--- src/rtl/secure_regfile_pkg.sv ---
// rtl/secure_regfile_pkg.sv - shared types, constants and grant decision for secure_regfile
package secure_regfile_pkg;

    typedef enum logic [1:0] {
        OP_READ      = 2'd0,
        OP_WRITE     = 2'd1,
        OP_LOCK      = 2'd2,
        OP_SET_OWNER = 2'd3
    } op_e;

    typedef enum logic {
        LS_UNLOCKED = 1'b0,
        LS_LOCKED   = 1'b1
    } lock_state_e;

    localparam int PRIV_TID = 0;

    // Ownership changes are reserved for the privileged thread; locks freeze data and owner.
    function automatic logic grant_ok(
        input op_e  op,
        input logic privileged,
        input logic owner_match,
        input logic locked,
        input logic addr_ok
    );
        logic g;
        case (op)
            OP_READ, OP_LOCK: g = privileged | owner_match;
            OP_WRITE:         g = (privileged | owner_match) & ~locked;
            OP_SET_OWNER:     g = privileged & ~locked;
            default:          g = 1'b0;
        endcase
        return addr_ok & g;
    endfunction

endpackage

--- src/rtl/secure_reg_slot.sv ---
// rtl/secure_reg_slot.sv - one register entry: data, owner thread id and sticky lock FSM
module secure_reg_slot
    import secure_regfile_pkg::*;
#(
    parameter int DATA_WIDTH = 32,
    parameter int TID_WIDTH  = 4
) (
    input  logic                  clk,
    input  logic                  rst_n,
    input  logic                  wr_en,
    input  logic                  lock_en,
    input  logic                  own_en,
    input  logic [DATA_WIDTH-1:0] data_in,
    input  logic [TID_WIDTH-1:0]  owner_in,
    output logic [DATA_WIDTH-1:0] data,
    output logic [TID_WIDTH-1:0]  owner,
    output logic                  locked
);

    logic [DATA_WIDTH-1:0] data_q, data_d;
    logic [TID_WIDTH-1:0]  owner_q, owner_d;
    lock_state_e           state_q, state_d;

    always_comb begin
        data_d  = data_q;
        owner_d = owner_q;
        state_d = state_q;
        if (wr_en) begin
            data_d = data_in;
        end
        if (own_en) begin
            owner_d = owner_in;
        end
        case (state_q)
            LS_UNLOCKED: if (lock_en) state_d = LS_LOCKED;
            LS_LOCKED:   state_d = LS_LOCKED;
            default:     state_d = LS_LOCKED;
        endcase
    end

    always_ff @(posedge clk) begin
        if (!rst_n) begin
            data_q  <= '0;
            owner_q <= '0;
            state_q <= LS_UNLOCKED;
        end else begin
            data_q  <= data_d;
            owner_q <= owner_d;
            state_q <= state_d;
        end
    end

    assign data   = data_q;
    assign owner  = owner_q;
    assign locked = (state_q == LS_LOCKED);

endmodule

--- src/rtl/secure_regfile.sv ---
// rtl/secure_regfile.sv - thread-tagged register file with per-entry owners, locks and violation count
module secure_regfile
    import secure_regfile_pkg::*;
#(
    parameter int DATA_WIDTH = 32,
    parameter int NUM_REGS   = 8,
    parameter int TID_WIDTH  = 4,
    parameter int CNT_WIDTH  = 8,
    parameter int ADDR_WIDTH = $clog2(NUM_REGS)
) (
    input  logic                  clk,
    input  logic                  rst_n,
    input  logic                  access_en,
    input  logic [1:0]            op,
    input  logic [ADDR_WIDTH-1:0] addr,
    input  logic [TID_WIDTH-1:0]  thread_id,
    input  logic [DATA_WIDTH-1:0] data_in,
    output logic [DATA_WIDTH-1:0] data_out,
    output logic                  rd_valid,
    output logic                  err,
    output logic [CNT_WIDTH-1:0]  viol_count,
    output logic [NUM_REGS-1:0]   lock_status
);

    localparam logic [CNT_WIDTH-1:0] CNT_MAX = '1;

    logic [DATA_WIDTH-1:0] slot_data  [NUM_REGS];
    logic [TID_WIDTH-1:0]  slot_owner [NUM_REGS];
    logic [NUM_REGS-1:0]   slot_locked;

    logic [NUM_REGS-1:0]   sel, wr_en, lock_en, own_en;
    logic                  addr_ok, privileged, owner_match, grant;
    logic [DATA_WIDTH-1:0] sel_data;
    logic [TID_WIDTH-1:0]  sel_owner;
    logic                  sel_locked;
    op_e                   op_cmd;

    logic [DATA_WIDTH-1:0] data_out_q, data_out_d;
    logic                  rd_valid_q, rd_valid_d;
    logic                  err_q, err_d;
    logic [CNT_WIDTH-1:0]  viol_count_q, viol_count_d;

    // One-hot decode doubles as the range check: an out-of-range address selects nothing.
    always_comb begin
        sel        = '0;
        sel_data   = '0;
        sel_owner  = '0;
        sel_locked = 1'b0;
        for (int i = 0; i < NUM_REGS; i++) begin
            sel[i] = (addr == ADDR_WIDTH'(i));
            if (sel[i]) begin
                sel_data   = slot_data[i];
                sel_owner  = slot_owner[i];
                sel_locked = slot_locked[i];
            end
        end
        addr_ok = |sel;
    end

    always_comb begin
        op_cmd      = op_e'(op);
        privileged  = (thread_id == TID_WIDTH'(PRIV_TID));
        owner_match = (thread_id == sel_owner);
        grant       = grant_ok(op_cmd, privileged, owner_match, sel_locked, addr_ok);
        for (int i = 0; i < NUM_REGS; i++) begin
            wr_en[i]   = access_en & grant & sel[i] & (op_cmd == OP_WRITE);
            lock_en[i] = access_en & grant & sel[i] & (op_cmd == OP_LOCK);
            own_en[i]  = access_en & grant & sel[i] & (op_cmd == OP_SET_OWNER);
        end
    end

    genvar g;
    generate
        for (g = 0; g < NUM_REGS; g++) begin : gen_slot
            secure_reg_slot #(
                .DATA_WIDTH (DATA_WIDTH),
                .TID_WIDTH  (TID_WIDTH)
            ) u_slot (
                .clk      (clk),
                .rst_n    (rst_n),
                .wr_en    (wr_en[g]),
                .lock_en  (lock_en[g]),
                .own_en   (own_en[g]),
                .data_in  (data_in),
                .owner_in (data_in[TID_WIDTH-1:0]),
                .data     (slot_data[g]),
                .owner    (slot_owner[g]),
                .locked   (slot_locked[g])
            );
        end
    endgenerate

    always_comb begin
        rd_valid_d   = access_en & grant & (op_cmd == OP_READ);
        data_out_d   = rd_valid_d ? sel_data : '0;
        err_d        = access_en & ~grant;
        viol_count_d = viol_count_q;
        if (err_d && viol_count_q != CNT_MAX) begin
            viol_count_d = viol_count_q + 1'b1;
        end
    end

    always_ff @(posedge clk) begin
        if (!rst_n) begin
            data_out_q   <= '0;
            rd_valid_q   <= 1'b0;
            err_q        <= 1'b0;
            viol_count_q <= '0;
        end else begin
            data_out_q   <= data_out_d;
            rd_valid_q   <= rd_valid_d;
            err_q        <= err_d;
            viol_count_q <= viol_count_d;
        end
    end

    assign data_out    = data_out_q;
    assign rd_valid    = rd_valid_q;
    assign err         = err_q;
    assign viol_count  = viol_count_q;
    assign lock_status = slot_locked;

endmodule

--- config.mk ---
export PLATFORM = sky130hd
export DESIGN_NAME = secure_regfile
export DESIGN_NICKNAME = d
export VERILOG_FILES = /design/src/rtl/secure_regfile_pkg.sv /design/src/rtl/secure_reg_slot.sv /design/src/rtl/secure_regfile.sv
export SDC_FILE = /design/constraint.sdc
export NUM_CORES = 1
export LEC_CHECK = 0
export BUFFER_PORTS_ARGS = -buffer_cell sky130_fd_sc_hd__buf_2
export CAP_MARGIN = 10
export CORE_MARGIN = 3
export CORE_UTILIZATION = 60
export DETAILED_ROUTE_END_ITERATION = 7
export PLACE_DENSITY = 0.79
export SYNTH_ARGS = -nofsm -noshare
export SYNTH_HDL_FRONTEND = slang
export SYNTH_SLANG_ARGS = --single-unit
export TNS_END_PERCENT = 1
--- constraint.sdc ---
create_clock -name clk -period 3.1 [get_ports clk]
set_input_delay 0.62 -clock clk [delete_from_list [all_inputs] [get_ports clk]]
set_output_delay 0.62 -clock clk [all_outputs]
set_load 0.01 [all_outputs]
==> results.yml, run 1 <==
timing:
  rsz0062_at_grt: "no"
  fin_worst_skew_ns: 0.0141
  tns_ns: 0
  setup_viol: 0
  finalMaxSlewViolations: 0
  max_slew_margin_pct: 52.6
  timing.final.crit_period_ns: 2.54
  period_share_pct: 82.0
  worst_slack_ns: 0.559
  hold_violations: 0
  worst_pin_slew_ns: 0.704
  whs_ns: 0.382
  max_freq_mhz: 394
clock_tree:
  cts_buffers: 35
  cts_resized: 0
  tritoncts: "done"
  hold_buffers: 0
  clock_sink_count: 338
  postCtsSetupBuffers: 0
  clk_path_buf_depth: 3
  cts_max_level: 2
  ctsRootBufferMaster: "clkbuf_16"
  clk_latency_ns: 0.51
  path_clk_slew_ns: 0.06
logic_synthesis:
  synth_area_um2: 14600
  syn_nets: 1554
  syn_inst: 1509
  synth-seq-area-share_pct: 46.2
  synth_cell_types: 55
  synth_edf_count: 0
  synth_ff_type: "dfxtp_1"
  synth_seq_cells: 338
  syn_area_per_cell_um2: 9.70
  synthArstFlopShare_pct: 0
  yosysWarnings: 0
critical_path:
  worst-endpoint-required_ns: 3.47
  critical-path-top-delay-family: "buffers and inverters"
  worst_path_max_delay_cell: "mux2_2"
  crit_fanout: 19
  crit_buf_inv: 4
  path_class: "in -> reg"
  slowest_delay_ns: 0.33
  rr_worst_depth: 9
  end_kind: "register"
  path_cells: "buf_4 -> buf_4 -> mux2_2 -> o221ai_1 -> xnor2_1 -> o41ai_4 -> buf_12 -> nand4b_1 -> buf_12 -> mux2i_1"
  worstReg2RegStart: "gen_slot[2].u_slot.owner[2]"
  r2r_slack_ns: 0.65
  startpoint_type: "input pin"
  cp.depth: 10
  r2r-end: "gen_slot[1].u_slot.data[14]"
  crit_arrival_ns: 2.91
routing:
  via_count: 11100
  post-route-drc-count: 0
  wl_per_cell_um: 18.6
  drt_wl_total_mm: 35.9
  drtIter0Drc: 816
  final_antenna_net_count: 0
  drt-vias-per-instance: 5.77
  dr.pass1.iters: 5
place:
  gp_congestion: 0.852
  io_buffers: 93
  dp_hpwl_mm: 22.7
  dp_slack_ns: 0.0766
hold_path:
  holdPathStages: 3
  hold_class: "in -> reg"
  min_to: "err"
  hold_path.startpoint: "access_en"
finish:
  layout_commonest_cell: "mux2i_1"
  mostFrequentLayoutCells: "mux2i_1 (343), dfxtp_1 (338), nand2_1 (321)"
  area_delta_synth_final_pct: 15.0
  antenna-diode-count: 0
  design.final.nets: 1627
  final_layout_size_suffix_gt1_share_pct: 16.6
global_route:
  first_global_vias: 11400
  grt_use_total_pct: 27.0
  grt_first_pass_wirelength_mm: 58.4
  grt_remaining_overflow: 0
  grt_max_degree: 87
  antenna_found_initial: 0
floorplan:
  die_area_um2: 26300
  die_h_um: 162
  coreArea_um2: 23800
  core.rowCount: 56
  start_util_pct: 61.6
  boundaryPins: 94
  die_x_um: 162
pwr:
  ir_drop_mv: 0.485
  power_density_nw_per_um2: 532
  p_leak_uw: 0.00814
status:
  status: "finished clean"
run:
  drv_cap: 0
-- worst register-to-register path, stage by stage, from the launching register on --
cell      delay [ns]
dfxtp_1         0.35
mux2i_1         0.09
a22oi_1         0.18
o221ai_1        0.16
xnor2_1         0.21
o41ai_4         0.45
buf_12          0.21
nand4b_1        0.26
buf_12          0.27
mux2i_1         0.15
-- sequential cells by signal, summed over array words and instances (netlist names) --
signal and flops:
data_out 32, rd_valid 1, viol_count 8, gen_slot.u_slot.locked 8, gen_slot.u_slot.data 256, gen_slot.u_slot.owner 32
err 1
-- metal layers --
metal  wire [um]  GRT usage [%]
met4         850           8.61
met3        1880           4.69
met1       16200           35.4
met2       17000           45.7
met5           0              0
-- final cells by class --
class                   count  area, um^2
repair buffers            163        1320
clock inverters            17         151
multi-input cells        1042        7230
well taps                 319         399
fillers                  1754        6920
flip-flops and latches    338        6770
clock buffers              43         956
inverters                   2        7.51
-- stage by stage --
stage          power, uW  std cells  area, um^2  utilization (%)
6_report            8950       1924       16800             70.8
5_1_grt             9230       1924       16800             70.8
4_1_cts             9000       1924       16800             70.8
3_5_place_dp        4960       1864       15700             66.2
3_3_place_gp        4950       1864       15700             66.2
2_1_floorplan       4780       1509       14600                -
-- Yosys cell counts (2+ instances only) --
library cell	count	area, um^2
mux2i_1	343	3430
a21boi_0	13	97.6
and3_1	4	25.0
a211oi_1	22	165
nor3_1	4	20.0
and2_1	2	12.5
a22o_1	11	96.3
clkbuf_1	72	270
nor2b_1	36	225
a221oi_1	27	236
nor2_1	93	349
o21ai_0	18	90.1
buf_6	13	146
nand3_1	5	25.0
a21oi_1	50	250
a41oi_1	2	17.5
o211ai_1	2	15.0
inv_1	2	7.51
and3b_1	2	17.5
o221ai_1	3	26.3
buf_1	9	33.8
mux2_2	25	282
buf_2	22	110
nand4_4	4	85.1
mux4_2	6	135
dfxtp_1	338	6770
a22oi_1	4	30.0
a31oi_1	6	37.5
o32ai_1	3	26.3
buf_4	10	75.1
nand4_1	2	12.5
xnor2_1	4	35.0
nand2_1	321	1200
or3_1	2	12.5
nand2b_1	9	56.3
-- cell families after synthesis --
family / share of synthesized area, %
muxes: 26.4
DFF: 46.2
AOI/OAI and AO/OA: 7.95
xor gates and xnor gates: 0.239
adders and majority gates: 0.0855
and+or+nand+nor: 14.7
buffers and inverters: 4.43
-- report_power, final --
group | switching (uW) | leakage (uW) | internal, uW | total, uW
clock | 1710 | 0.000552 | 2370 | 4070
combinational | 342 | 0.00486 | 170 | 511
sequential | 7.67 | 0.00272 | 4350 | 4360
-- worst max path at each step --
| stage | slack, ns | from | to |
|---|---|---|---|
| after floorplan | 0.32 | addr[0] | gen_slot[3].u_slot.data[10] |
| after global placement | 0.14 | addr[1] | gen_slot[1].u_slot.data[21] |
| after global routing | 0.48 | addr[1] | gen_slot[0].u_slot.data[17] |
| after CTS | 0.59 | addr[1] | gen_slot[1].u_slot.data[14] |
| final | 0.56 | addr[1] | gen_slot[1].u_slot.data[14] |
| after detailed placement | 0.08 | addr[1] | gen_slot[1].u_slot.data[21] |
No activity file was read; power rests on OpenSTA's default activity.
==> inputs of run 2 (changes only) <==
==> constraint.sdc (replaced) <==
create_clock -name clk -period 2.6 [get_ports clk]
set_input_delay 0.52 -clock clk [delete_from_list [all_inputs] [get_ports clk]]
set_output_delay 0.52 -clock clk [all_outputs]
set_load 0.01 [all_outputs]
==> results.yml, run 2 (synthesis gave the netlist of run 1 again) <==
finish:
  design.final.nets: 1644
  largest_register_ffs: 256
  area_delta_synth_final_pct: 16.3
  fin_area_um2: 17000
  mostFrequentLayoutCells: "mux2i_1 (343), dfxtp_1 (338), nand2_1 (321)"
  final_layout_size_suffix_gt1_share_pct: 17.3
  layout_commonest_cell: "mux2i_1"
  final_cell_count_no_fill: 1944
  antenna-diode-count: 0
timing:
  fin_worst_skew_ns: 0.0240
  max_slew_margin_pct: 60.4
  worst_slack_ns: 0.246
  max_freq_mhz: 425
  rsz0062_at_grt: "no"
  worst_pin_slew_ns: 0.592
  whs_ns: 0.255
  setup_viol: 0
  timing.final.crit_period_ns: 2.35
  finalMaxSlewViolations: 0
  hold_violations: 0
  period_share_pct: 90.5
clock_tree:
  clock_sink_count: 338
  cts_resized: 0
  hold_buffers: 0
  tritoncts: "done"
  path_clk_slew_ns: 0.06
  clk_path_buf_depth: 3
  cts_max_level: 2
  postCtsSetupBuffers: 0
  cts_buffers: 36
  clk_latency_ns: 0.52
  ctsRootBufferMaster: "clkbuf_16"
place:
  dp.cells: 1880
  place_area_um2: 15900
  gp_congestion: 0.851
  io_buffers: 93
  dp_hpwl_mm: 22.1
  dp_slack_ns: -0.210
pwr:
  p_leak_uw: 0.00822
  ir_drop_mv: 0.499
  switchingPower_uw: 2450
  totalPowerFinal_uw: 10800
  seqPwrFrac_pct: 48.1
  p_clk_share_pct: 46.0
  switching_share_pct: 22.7
  pwr-share-comb_pct: 5.9
  power_density_nw_per_um2: 635
  internal_power_uw: 8360
critical_path:
  end_kind: "register"
  crit_fanout: 17
  r2r_slack_ns: 0.25
  path_class: "reg -> reg"
  r2r-end: "gen_slot[4].u_slot.data[0]"
  worstReg2RegStart: "gen_slot[2].u_slot.locked"
  rr_worst_depth: 7
  startpoint_type: "register"
  crit_arrival_ns: 2.79
  worst-endpoint-required_ns: 3.03
routing:
  via_count: 11200
  post-route-drc-count: 0
  final_antenna_net_count: 0
  drtIter0Drc: 778
  drt-vias-per-instance: 5.75
  wl_per_cell_um: 18.0
  drt_wl_total_mm: 35.0
  dr.pass1.iters: 5
floorplan:
  die_h_um: 162
  die_area_um2: 26300
  die_x_um: 162
  start_util_pct: 61.6
  coreArea_um2: 23800
  boundaryPins: 94
  core.rowCount: 56
run:
  drv_cap: 0
global_route:
  antenna_found_initial: 0
  grt_first_pass_wirelength_mm: 56.7
  grt_max_degree: 57
  grt_use_total_pct: 26.3
  grt_remaining_overflow: 0
  first_global_vias: 11200
hold_path:
  hold_path.startpoint: "access_en"
  holdPathStages: 3
  hold_class: "in -> reg"
  min_to: "err"
status:
  status: "finished clean"
==> run 2: cell types whose count changed in the layout (fill, tap and decap cells not counted), moves of 2 or more <==
| cell | previous run | this run |
|---|---|---|
| clkbuf_1 | 3 | 12 |
| clkbuf_8 | 5 | 7 |
| clkinvlp_4 | 2 | 0 |
| mux2_2 | 25 | 23 |
| clkinv_2 | 10 | 4 |
| buf_4 | 47 | 64 |
| clkbuf_16 | 35 | 37 |
| mux2_4 | 0 | 2 |
==> run 2: worst max path at each step <==
stage	from	end	slack (ns)	depth (start not counted)
floorplan	addr[1]	gen_slot[2].u_slot.data[12]	-0.02	11
global placement	addr[1]	gen_slot[1].u_slot.data[19]	-0.14	9
finish	gen_slot[2].u_slot.locked	gen_slot[4].u_slot.data[0]	0.25	7
global route	gen_slot[2].u_slot.locked	viol_count[7]	0.09	7
CTS	gen_slot[2].u_slot.locked	gen_slot[4].u_slot.data[0]	0.24	7
detailed placement	addr[1]	gen_slot[0].u_slot.data[27]	-0.21	10
==> run 2: area by class of cell <==
type	count	area [um^2]
Multi-Input combinational cell	1042	7270
Clock inverter	8	78.8
Timing Repair Buffer	179	1430
Fill cell	1735	6740
Clock buffer	56	1070
Tap cell	319	399
Inverter	2	7.51
Sequential cell	338	6770
==> run 2: power groups by stage <==
stage          sequential, uW  combinational [uW]  clock, uW
2_1_floorplan            5320                 390          0
3_3_place_gp             5310                 625          0
3_5_place_dp             5310                 630          0
4_1_cts                  5200                 633       5030
5_1_grt                  5200                 679       5250
6_report                 5200                 639       4970
==> run 2: through the flow <==
stage	setup TNS, ns	utilization [%]
detailed placement	-36.66	66.8
finish	0	71.6
global placement	-26.38	66.8
floorplan	-0.505	-
CTS	0	71.6
global route	0	71.6
==> run 2: critical path: stages, from the launching register on <==
cell and delay [ns]:
dfxtp_1 0.38, or3b_2 0.45, a21boi_0 0.26, nor3b_1 0.10
and2_1 0.27, nand4_1 0.19, buf_4 0.37, mux2i_1 0.25
==> run 2: layer usage <==
layer / routed length, um / global-route usage (%) / part of all wire, %
met1: 15400 / 33.8 / 44
met4: 872 / 8.41 / 2.5
met2: 17000 / 45.9 / 48
met3: 1750 / 3.49 / 5.0
met5: 0 / 0 / 0
